`config.mk`:
```
export PLATFORM = sky130hd
export DESIGN_NAME = fifo_ctrl
export DESIGN_NICKNAME = d
export VERILOG_FILES = /design/src/rtl/fifo_ctrl_pkg.sv /design/src/rtl/fifo_ctrl_ptr_counter.sv /design/src/rtl/fifo_ctrl.sv
export SDC_FILE = /design/constraint.sdc
export NUM_CORES = 1
export LEC_CHECK = 0
export ABC_AREA = 1
export CAP_MARGIN = 40
export CORE_MARGIN = 10
export CORE_UTILIZATION = 51
export CTS_CLUSTER_SIZE = 8
export DETAILED_ROUTE_END_ITERATION = 8
export GPL_TIMING_DRIVEN = 0
export PLACE_DENSITY = 0.82
export SYNTH_ARGS = -nofsm -noshare
export SYNTH_HDL_FRONTEND = slang
export SYNTH_SLANG_ARGS = --single-unit
```
`constraint.sdc`:
```
create_clock -name clk -period 3.9 [get_ports clk]
set_input_delay 0.78 -clock clk [delete_from_list [all_inputs] [get_ports clk]]
set_output_delay 0.78 -clock clk [all_outputs]
set_load 0.1 [all_outputs]
```
`src/rtl/fifo_ctrl_pkg.sv`:
```
// Shared sizing for the register-file FIFO: word size, depth, address/count widths
// and the occupancy state derived from count.
package bus_definitions;

    localparam int ws    = 4;
    localparam int depth = 8;
    localparam int as    = $clog2(depth);

    typedef logic [as-1:0] addr_t;
    typedef logic [as:0]   count_t;

    typedef enum logic [1:0] {
        ST_EMPTY,
        ST_PARTIAL,
        ST_FULL
    } fill_state_t;

    // Occupancy class of a given count; kept in lock-step with the count register.
    function automatic fill_state_t fill_state_of(count_t c);
        if (c == '0) begin
            return ST_EMPTY;
        end
        if (c == count_t'(depth)) begin
            return ST_FULL;
        end
        return ST_PARTIAL;
    endfunction

endpackage

```
`src/rtl/fifo_ctrl_ptr_counter.sv`:
```
// Address pointer that steps by one on inc and wraps from depth-1 back to 0,
// so depth need not be a power of two.
module ptr_counter
    import bus_definitions::*;
(
    input  logic          clk,
    input  logic          reset,
    input  logic          inc,
    output logic [as-1:0] value
);

    always_ff @(posedge clk) begin
        if (reset) begin
            value <= '0;
        end else if (inc) begin
            value <= (value == addr_t'(depth - 1)) ? '0 : value + addr_t'(1);
        end
    end

endmodule

```
`src/rtl/fifo_ctrl.sv`:
```
// Control end of the register-file FIFO: accepts push/pop, owns both pointers,
// drives the RegFile strobes/addresses and reports occupancy and error pulses.
module fifo_ctrl
    import bus_definitions::*;
#(
    parameter int AF_LEVEL = depth - 2
) (
    input  logic          clk,
    input  logic          reset,
    input  logic          push,
    input  logic          pop,
    output logic          wr,
    output logic          rd,
    output logic [as-1:0] AddrWr,
    output logic [as-1:0] AddrRd,
    output logic          full,
    output logic          empty,
    output logic          almost_full,
    output logic [as:0]   count,
    output logic          overflow,
    output logic          underflow
);

    fill_state_t state;
    count_t      count_next;
    logic        push_ok;
    logic        pop_ok;

    // A push into a full FIFO is still taken when a pop frees the slot in the same
    // cycle; the read sees the old word before the write edge replaces it.
    assign pop_ok  = pop & ~empty & ~reset;
    assign push_ok = push & ~reset & (~full | pop_ok);
    assign wr      = push_ok;
    assign rd      = pop_ok;

    ptr_counter u_wr_ptr (
        .clk   (clk),
        .reset (reset),
        .inc   (push_ok),
        .value (AddrWr)
    );

    ptr_counter u_rd_ptr (
        .clk   (clk),
        .reset (reset),
        .inc   (pop_ok),
        .value (AddrRd)
    );

    always_comb begin
        count_next = count;
        if (push_ok && !pop_ok) begin
            count_next = count + count_t'(1);
        end else if (pop_ok && !push_ok) begin
            count_next = count - count_t'(1);
        end
    end

    always_ff @(posedge clk) begin
        if (reset) begin
            count     <= '0;
            state     <= ST_EMPTY;
            overflow  <= 1'b0;
            underflow <= 1'b0;
        end else begin
            count     <= count_next;
            state     <= fill_state_of(count_next);
            overflow  <= push & ~push_ok;
            underflow <= pop & ~pop_ok;
        end
    end

    assign empty       = (state == ST_EMPTY);
    assign full        = (state == ST_FULL);
    assign almost_full = (count >= count_t'(AF_LEVEL));

endmodule
```
==> run metrics, run 1 <==
DRC violations left 0; R2R Path Start count[1]$_SDFF_PP0_; Gate power share 45.9%; flop and latch count out of synthesis 14; top cells by count, synth nand2_1 (26), dfxtp_1 (14), nand3_1 (14); Min-Delay Endpoint u_rd_ptr.value[2]$_SDFFE_PP0P_; biggest area consumer among synthesized cells dfxtp_1; diode count 0; clock-pin slew on the worst setup and hold paths 0.08 ns; Worst Reg2Reg Path Length in Cells 9; final worst path period need 3.36 ns; Final Hold Vio Count 0; Worst Max-Slew Pin Slew 0.287 ns; routed via count 871; average size of a mapped cell 7.74 µm²; CP Class in -> out; pin count of the biggest net entering global routing 9; number of post-CTS setup repair buffers 0; most common cell in the netlist nand2_1; Multi-input gate area 502 µm²; Synth top area share 32.6%; Setup Skew 0.00651 ns; status finished, final reports clean; Root Buffer clkbuf_4; Cell Area, Placed 1330 µm²; RD Place Congestion 0.838; Die Ht 61.1 µm; first-pass GRT wire length 3890 µm; share of cells above drive strength 1 26.0%; P_sw 191 µW; Clk pwr share 18.0%; hpwl dp 1940 µm; final wirelength 2400 µm; relative slew slack 80.8%; Post-Syn Instances 111; reg2reg end state[0]$_SDFF_PP0_; vias in the first global route 845; metal3 WL 198 µm; core area 1540 µm²; period utilization 86.1%; P&R area growth vs syn 56.8%; Peak VDD IR 0.257 mV; Final Power 450 µW; final setup TNS 0 ns; Filler cells 77; hold buffers post-CTS 0; sequential share of power 36.1%; WL met2 1270 µm; post-synthesis cell type count 28; ys flop type dfxtp_1; register area 280 µm²; cts repair resizes 0; required time of the critical path 3.12 ns; hold path cells 2; Initial Utilization 55.8%; fin nets 163; Worst Path Arrival 2.58 ns; yosys synthesis warning count 0; Int Power 259 µW; number of synthesized flops with an enable pin 0; f_max 298 MHz; port bufs 19; grt ovf 0; largest cells by area after synthesis dfxtp_1 (33%), nand2_1 (11%), ha_1 (10%); post-route cell area 1350 µm²; Via-to-Cell Ratio 5.25; CTS Sinks 14; slack of the worst reg-to-reg path 2.45 ns; MaxCap Viol Count 0; row count 14; crit path launch type primary input; Netlist Area Pre-Place 860 µm²; hold_sp u_rd_ptr.value[2]$_SDFFE_PP0P_; FFs w/ async S/R, synth 0%; GRT Overall Usage 13.8%; worst-path fanout max 5; Inserted Clock Buffers 3; TritonRoute pass-1 iters 4; met1 WL 814 µm; switching fraction of total power 42.5%; antenna violations before repair 0; Seq/Total Area, Yosys 32.6%; clk buf depth 2; Final Setup Violations 0; Skew-Pair Late Insertion Delay 0.28 ns; I/O Pins 21; # H-tree levels 1; Pleak 0.000644 µW; die area 3730 µm²; routed len/inst 14.4 µm; post-layout util 87.4%; CTS tree yes; power density over the cells 334 nW/µm²; Iteration-0 DRC Markers 21; highest metal used met4; Syn Nets 122; type of the tightest min-delay check reg -> reg; CP endpoint kind output pin; DIE WIDTH 61.1 µm; Antenna Violating Nets Remaining 0; Final Max Slew Viols 0; setup repair after global routing missed its margin no
==> worst max path at each step <==
stage                                    from     endpoint  slack, ns  depth (start not counted)
after global placement                    pop           wr       0.22                          6
after floorplan           count[2]$_SDFF_PP0_  almost_full       0.47                          3
after CTS                                 pop           wr       0.54                          7
after detailed placement                  pop           wr       0.56                          7
after global routing                      pop           wr       0.49                          7
final                                     pop           wr       0.54                          7
==> cells in the final DEF, fill, tap and decap left out, types with 2 or more instances in the layout <==
cell type	n
buf_8	17
nor2_1	10
nand2_1	26
clkbuf_4	3
nand3_1	14
nand3_4	2
nor2_4	2
ha_1	7
inv_1	10
nand2_2	3
o21ai_1	2
o31ai_1	2
nand2_4	2
dfxtp_1	14
clkdlybuf4s50_1	19
inv_2	3
==> worst max-delay path: stages <==
cell and delay (ns):
clkdlybuf4s50_1 0.56, inv_2 0.09, nor2_8 0.13, o21ai_2 0.13, inv_2 0.11, clkdlybuf4s50_1 0.55
buf_8 0.22
==> power groups by stage <==
stage | Clock [µW] | Sequential, µW | Combinational (µW)
finish | 80.8 | 162 | 206
global placement | 0 | 164 | 166
CTS | 81.8 | 162 | 207
floorplan | 0 | 221 | 76.6
detailed placement | 0 | 165 | 207
global route | 88.4 | 164 | 217
==> cell families after synthesis <==
family / Yosys count / synth area share [%]
buffers and inverters: 17 / 9.02
flip-flops: 14 / 32.6
AND/OR/NAND/NOR: 64 / 40.6
adder cells (fa/ha/maj): 7 / 10.2
AO/OA/AOI/OAI: 7 / 5.53
XOR/XNOR: 2 / 2.04
==> registers in the layout, summed over array words and instances, names as in the netlist <==
signal / count
underflow: 1
u_wr_ptr.value: 3
overflow: 1
state: 2
u_rd_ptr.value: 3
count: 4
==> per-layer routing <==
metal	vias to the layer above	track usage, %
met4	0	6.58
met1	392	13.6
met5	-	0
met3	12	5.14
li1	434	-
met2	33	24.6
==> per-stage QoR <==
step                hold slack, ns  worst slack (ns)  instances
floorplan                    0.566             0.468        111
detailed placement           0.489             0.561        163
global route                 0.524             0.495        166
CTS                          0.499             0.541        166
global placement             0.473             0.219        146
finish                       0.500             0.541        166
==> final cells by class <==
| cell class | instances | share of cell area (%) |
|---|---|---|
| inverter | 15 | 4.55 |
| sequential | 14 | 20.8 |
| multi-input combinational | 80 | 37.2 |
| buffer | 2 | 1.21 |
| tap | 16 | 1.49 |
| clock buffer | 3 | 1.67 |
| timing repair buffer | 36 | 33.1 |
No activity file was read; power rests on OpenSTA's default activity.
==> inputs of run 2 (changes only) <==
--- a/config.mk
+++ b/config.mk
@@ -7,8 +7,10 @@
 export LEC_CHECK = 0
 export ABC_AREA = 1
 export CAP_MARGIN = 40
+export CELL_PAD_IN_SITES_DETAIL_PLACEMENT = 1
+export CELL_PAD_IN_SITES_GLOBAL_PLACEMENT = 1
 export CORE_MARGIN = 10
-export CORE_UTILIZATION = 51
+export CORE_UTILIZATION = 37
 export CTS_CLUSTER_SIZE = 8
 export DETAILED_ROUTE_END_ITERATION = 8
 export GPL_TIMING_DRIVEN = 0
==> run metrics, run 2 (synthesis results as in run 1) <==
clk buf depth 2; worst hold slack 0.494 ns; Skew-Pair Late Insertion Delay 0.28 ns; routed len/inst 16.6 µm; Antenna Violating Nets Remaining 0; final wirelength 2950 µm; DRC violations left 0; Root Buffer clkbuf_4; worst-path fanout max 5; Initial Utilization 38.9%; DIE WIDTH 68.2 µm; Final Max Slew Viols 0; fin nets 163; # H-tree levels 1; Via-to-Cell Ratio 5.04; Die Ht 68.2 µm; CP Class in -> out; core area 2210 µm²; I/O Pins 21; Most Crowded Layer GR met2; most frequent cells in the layout nand2_1 (26), clkdlybuf4s50_1 (19), buf_8 (17); grt ovf 0; commonest non-fill, non-tap cell in the layout nand2_1; MaxCap Viol Count 0; required time of the critical path 3.12 ns; Setup Skew 0.00188 ns; met2 usage 26.0%; RD Place Congestion 0.753; status finished, final reports clean; type of the tightest min-delay check reg -> reg; setup repair after global routing missed its margin no; Largest register FFs 4; clock-pin slew on the worst setup and hold paths 0.08 ns; GRT Overall Usage 14.3%; f_max 297 MHz; hpwl dp 2310 µm; Pleak 0.000644 µW; CP endpoint kind output pin; Iteration-0 DRC Markers 25; P&R area growth vs syn 58.5%; routing usage on met3 4.73%; pin count of the biggest net entering global routing 9; post-layout util 61.6%; CTS Sinks 14; TritonRoute pass-1 iters 5; power density over the cells 335 nW/µm²; die area 4650 µm²; first-pass GRT wire length 5000 µm; row count 17; Multi-input gate area 502 µm²; period utilization 86.3%; CTS tree yes; Inserted Clock Buffers 3; Final Hold Vio Count 0; Final Setup Violations 0; port bufs 19; Worst Max-Slew Pin Slew 0.304 ns; Worst Path Arrival 2.59 ns; crit path launch type primary input; Cells after DPL 175; hold buffers post-CTS 0; cts repair resizes 0; GRT met1 Usage 14.2%; final worst path period need 3.37 ns; Largest Register count; Filler cells 265; relative slew slack 79.7%; largest registers count (4), u_rd_ptr.value (3), u_wr_ptr.value (3); diode count 0; Layout Cells excl Fill 178; Peak VDD IR 0.248 mV; share of cells above drive strength 1 26.0%; final setup TNS 0 ns; register area 280 µm²; number of post-CTS setup repair buffers 0; vias in the first global route 1011; antenna violations before repair 0; routed via count 898
## run 2: metal layers
metal	vias to the layer above	share of wire [%]
met3	6	5.0
li1	436	-
met5	-	0
met2	19	56
met1	437	37
met4	0	1.8
## run 2: critical path, stage by stage
cell and delay, ns:
clkdlybuf4s50_1 0.48, inv_1 0.15, nor2_4 0.18, o21ai_2 0.12, inv_2 0.12, clkdlybuf4s50_1 0.54, buf_8 0.21
## run 2: per-stage QoR
step / area, µm² / power [µW] / worst slack, ns
floorplan: 860 / 298 / 0.468
global placement: 1080 / 332 / 0.210
detailed placement: 1340 / 375 / 0.562
CTS: 1360 / 461 / 0.527
global route: 1360 / 483 / 0.454
finish: 1360 / 457 / 0.534
## run 2: where the power goes
group          total [µW]  leakage, µW  switching, µW  internal [µW]
logic                 210     0.000516            140           69.9
clock network        84.7    0.0000138           48.7           35.9
registers             162     0.000115           9.97            152
total                 457     0.000644            199            258
## run 2: cell type report
cell class	count	area share, %
plain buffers	2	1.19
clock buffers	3	1.65
inverters	15	4.50
multi-input cells	80	36.8
flip-flops and latches	14	20.6
well taps	28	2.57
repair buffers	36	32.7
## run 2: path summary, 6_finish.rpt
| path | slack, ns | from | endpoint | cells past startpoint |
|---|---|---|---|---|
| worst min register to register | 0.49 | u_wr_ptr.value[1]$_SDFFE_PP0N_ | u_wr_ptr.value[1]$_SDFFE_PP0N_ | 2 |
| worst min-delay path | 0.49 | u_wr_ptr.value[1]$_SDFFE_PP0N_ | u_wr_ptr.value[1]$_SDFFE_PP0N_ | 2 |
| worst max-delay path | 0.53 | push | wr | 7 |
| worst max register to register | 2.30 | count[1]$_SDFF_PP0_ | state[0]$_SDFF_PP0_ | 11 |
==> inputs of run 3 (changes only) <==
--- a/config.mk
+++ b/config.mk
@@ -14,7 +14,7 @@
 export CTS_CLUSTER_SIZE = 8
 export DETAILED_ROUTE_END_ITERATION = 8
 export GPL_TIMING_DRIVEN = 0
-export PLACE_DENSITY = 0.82
+export PLACE_DENSITY_LB_ADDON = 0.1
 export SYNTH_ARGS = -nofsm -noshare
 export SYNTH_HDL_FRONTEND = slang
 export SYNTH_SLANG_ARGS = --single-unit
==> run metrics, run 3 (synthesis results as in run 1) <==
status finished, final reports clean; setup repair after global routing missed its margin no; hpwl dp 2150 µm; power density over the cells 346 nW/µm²; routed len/inst 14.3 µm; CP endpoint kind output pin; hold path cells 2; Initial Utilization 38.9%; Min-Delay Endpoint u_rd_ptr.value[2]$_SDFFE_PP0P_; most frequent cells in the layout nand2_1 (26), clkdlybuf4s50_1 (19), buf_8 (17); Inserted Clock Buffers 3; Multi-input gate area 502 µm²; vias in the first global route 897; CP Class in -> out; Root Buffer clkbuf_4; number of post-CTS setup repair buffers 0; final worst path period need 3.35 ns; Worst Path Arrival 2.57 ns; I/O Pins 21; Crit path top cell by count clkdlybuf4s50_1; DRC violations left 0; register area 280 µm²; required time of the critical path 3.12 ns; TritonRoute pass-1 iters 4; CTS Sinks 14; routed via count 849; first-pass GRT wire length 4440 µm; grt ovf 0; critical-path cell list clkdlybuf4s50_1 -> inv_1 -> nor2_4 -> o21ai_2 -> inv_2 -> clkdlybuf4s50_1 -> buf_8; # H-tree levels 1; MaxCap Viol Count 0; Gate power share 43.3%; relative slew slack 80.6%; period utilization 85.8%; Final Setup Violations 0; clock-pin slew on the worst setup and hold paths 0.09 ns; Iteration-0 DRC Markers 32; Via-to-Cell Ratio 4.74; diode count 0; commonest non-fill, non-tap cell in the layout nand2_1; DIE WIDTH 68.2 µm; hold buffers post-CTS 0; GRT Overall Usage 12.7%; worst-path fanout max 5; crit path launch type primary input; hold_sp u_rd_ptr.value[2]$_SDFFE_PP0P_; Filler cells 271; RD Place Congestion 0.760; slowest CP cell clkdlybuf4s50_1; antenna violations before repair 0; Die Ht 68.2 µm; P&R area growth vs syn 60.1%; CTS tree yes; Clk pwr share 22.6%; die area 4650 µm²; P_sw 197 µW; worst hold slack 0.493 ns; Worst Reg2Reg Path Length in Cells 9; share of cells above drive strength 1 26.5%; Worst Max-Slew Pin Slew 0.291 ns; fin nets 163; final wirelength 2560 µm; Peak VDD IR 0.205 mV; pin count of the biggest net entering global routing 9; reg2reg end state[0]$_SDFF_PP0_; final setup TNS 0 ns; clk buf depth 2; Antenna Violating Nets Remaining 0; Largest register FFs 4; Setup Skew 0.00762 ns; cts repair resizes 0; R2R Path Start count[1]$_SDFF_PP0_; slack of the worst reg-to-reg path 2.44 ns; Max stage delay on crit path 0.53 ns; type of the tightest min-delay check reg -> reg; f_max 299 MHz; largest registers count (4), u_rd_ptr.value (3), u_wr_ptr.value (3); Final Hold Vio Count 0; Skew-Pair Late Insertion Delay 0.29 ns; Int Power 280 µW; sequential share of power 34.1%; core area 2210 µm²; Largest Register count; row count 17; Pleak 0.000652 µW; Final Max Slew Viols 0; switching fraction of total power 41.3%; port bufs 19
==> run 3: power groups by stage <==
stage	clock, µW	sequential [µW]	combinational [µW]
2_1_floorplan	0	221	76.6
5_1_grt	120	164	220
3_5_place_dp	0	166	208
6_report	108	162	206
3_3_place_gp	0	165	167
4_1_cts	111	163	209
==> run 3: final cells by class <==
cell class                      instances  share of cell area (%)
Multi-Input combinational cell         80                    36.5
Timing Repair Buffer                   36                    32.4
Sequential cell                        14                    20.4
Inverter                               15                    4.45
Clock buffer                            4                    2.64
Tap cell                               28                    2.55
Buffer                                  2                    1.18
==> run 3: how the worst max path moves through the flow <==
stage                                    from           to  slack (ns)  depth (start not counted)
after global routing                     push           wr        0.43                          7
after global placement                   push           wr        0.21                          6
after CTS                                push           wr        0.54                          7
after detailed placement                 push           wr        0.56                          7
after floorplan           count[2]$_SDFF_PP0_  almost_full        0.47                          3
final                                    push           wr        0.55                          7
==> run 3: layer usage <==
metal	vias up	global-route usage (%)	share of wire (%)
met5	-	0	0
met4	0	4.02	1.8
met3	4	4.40	6.0
met2	16	23.3	54
met1	395	13.1	38
li1	434	-	-
==> run 3: critical path: cells and delay by family <==
kind | cells | cell delay (ns)
and+or+nand+nor | 1 | 0.17
buffers and inverters | 5 | 1.48
AOI/OAI and AO/OA | 1 | 0.13
==> run 3: per-stage QoR <==
step	worst slack, ns	std cells	area [µm²]	power [µW]	util (%)
3_3_place_gp	0.214	158	1080	332	49.0
5_1_grt	0.432	179	1380	505	62.2
6_report	0.553	179	1380	477	62.2
3_5_place_dp	0.563	175	1340	374	60.6
2_1_floorplan	0.468	111	860	298	-
4_1_cts	0.541	179	1380	483	62.2
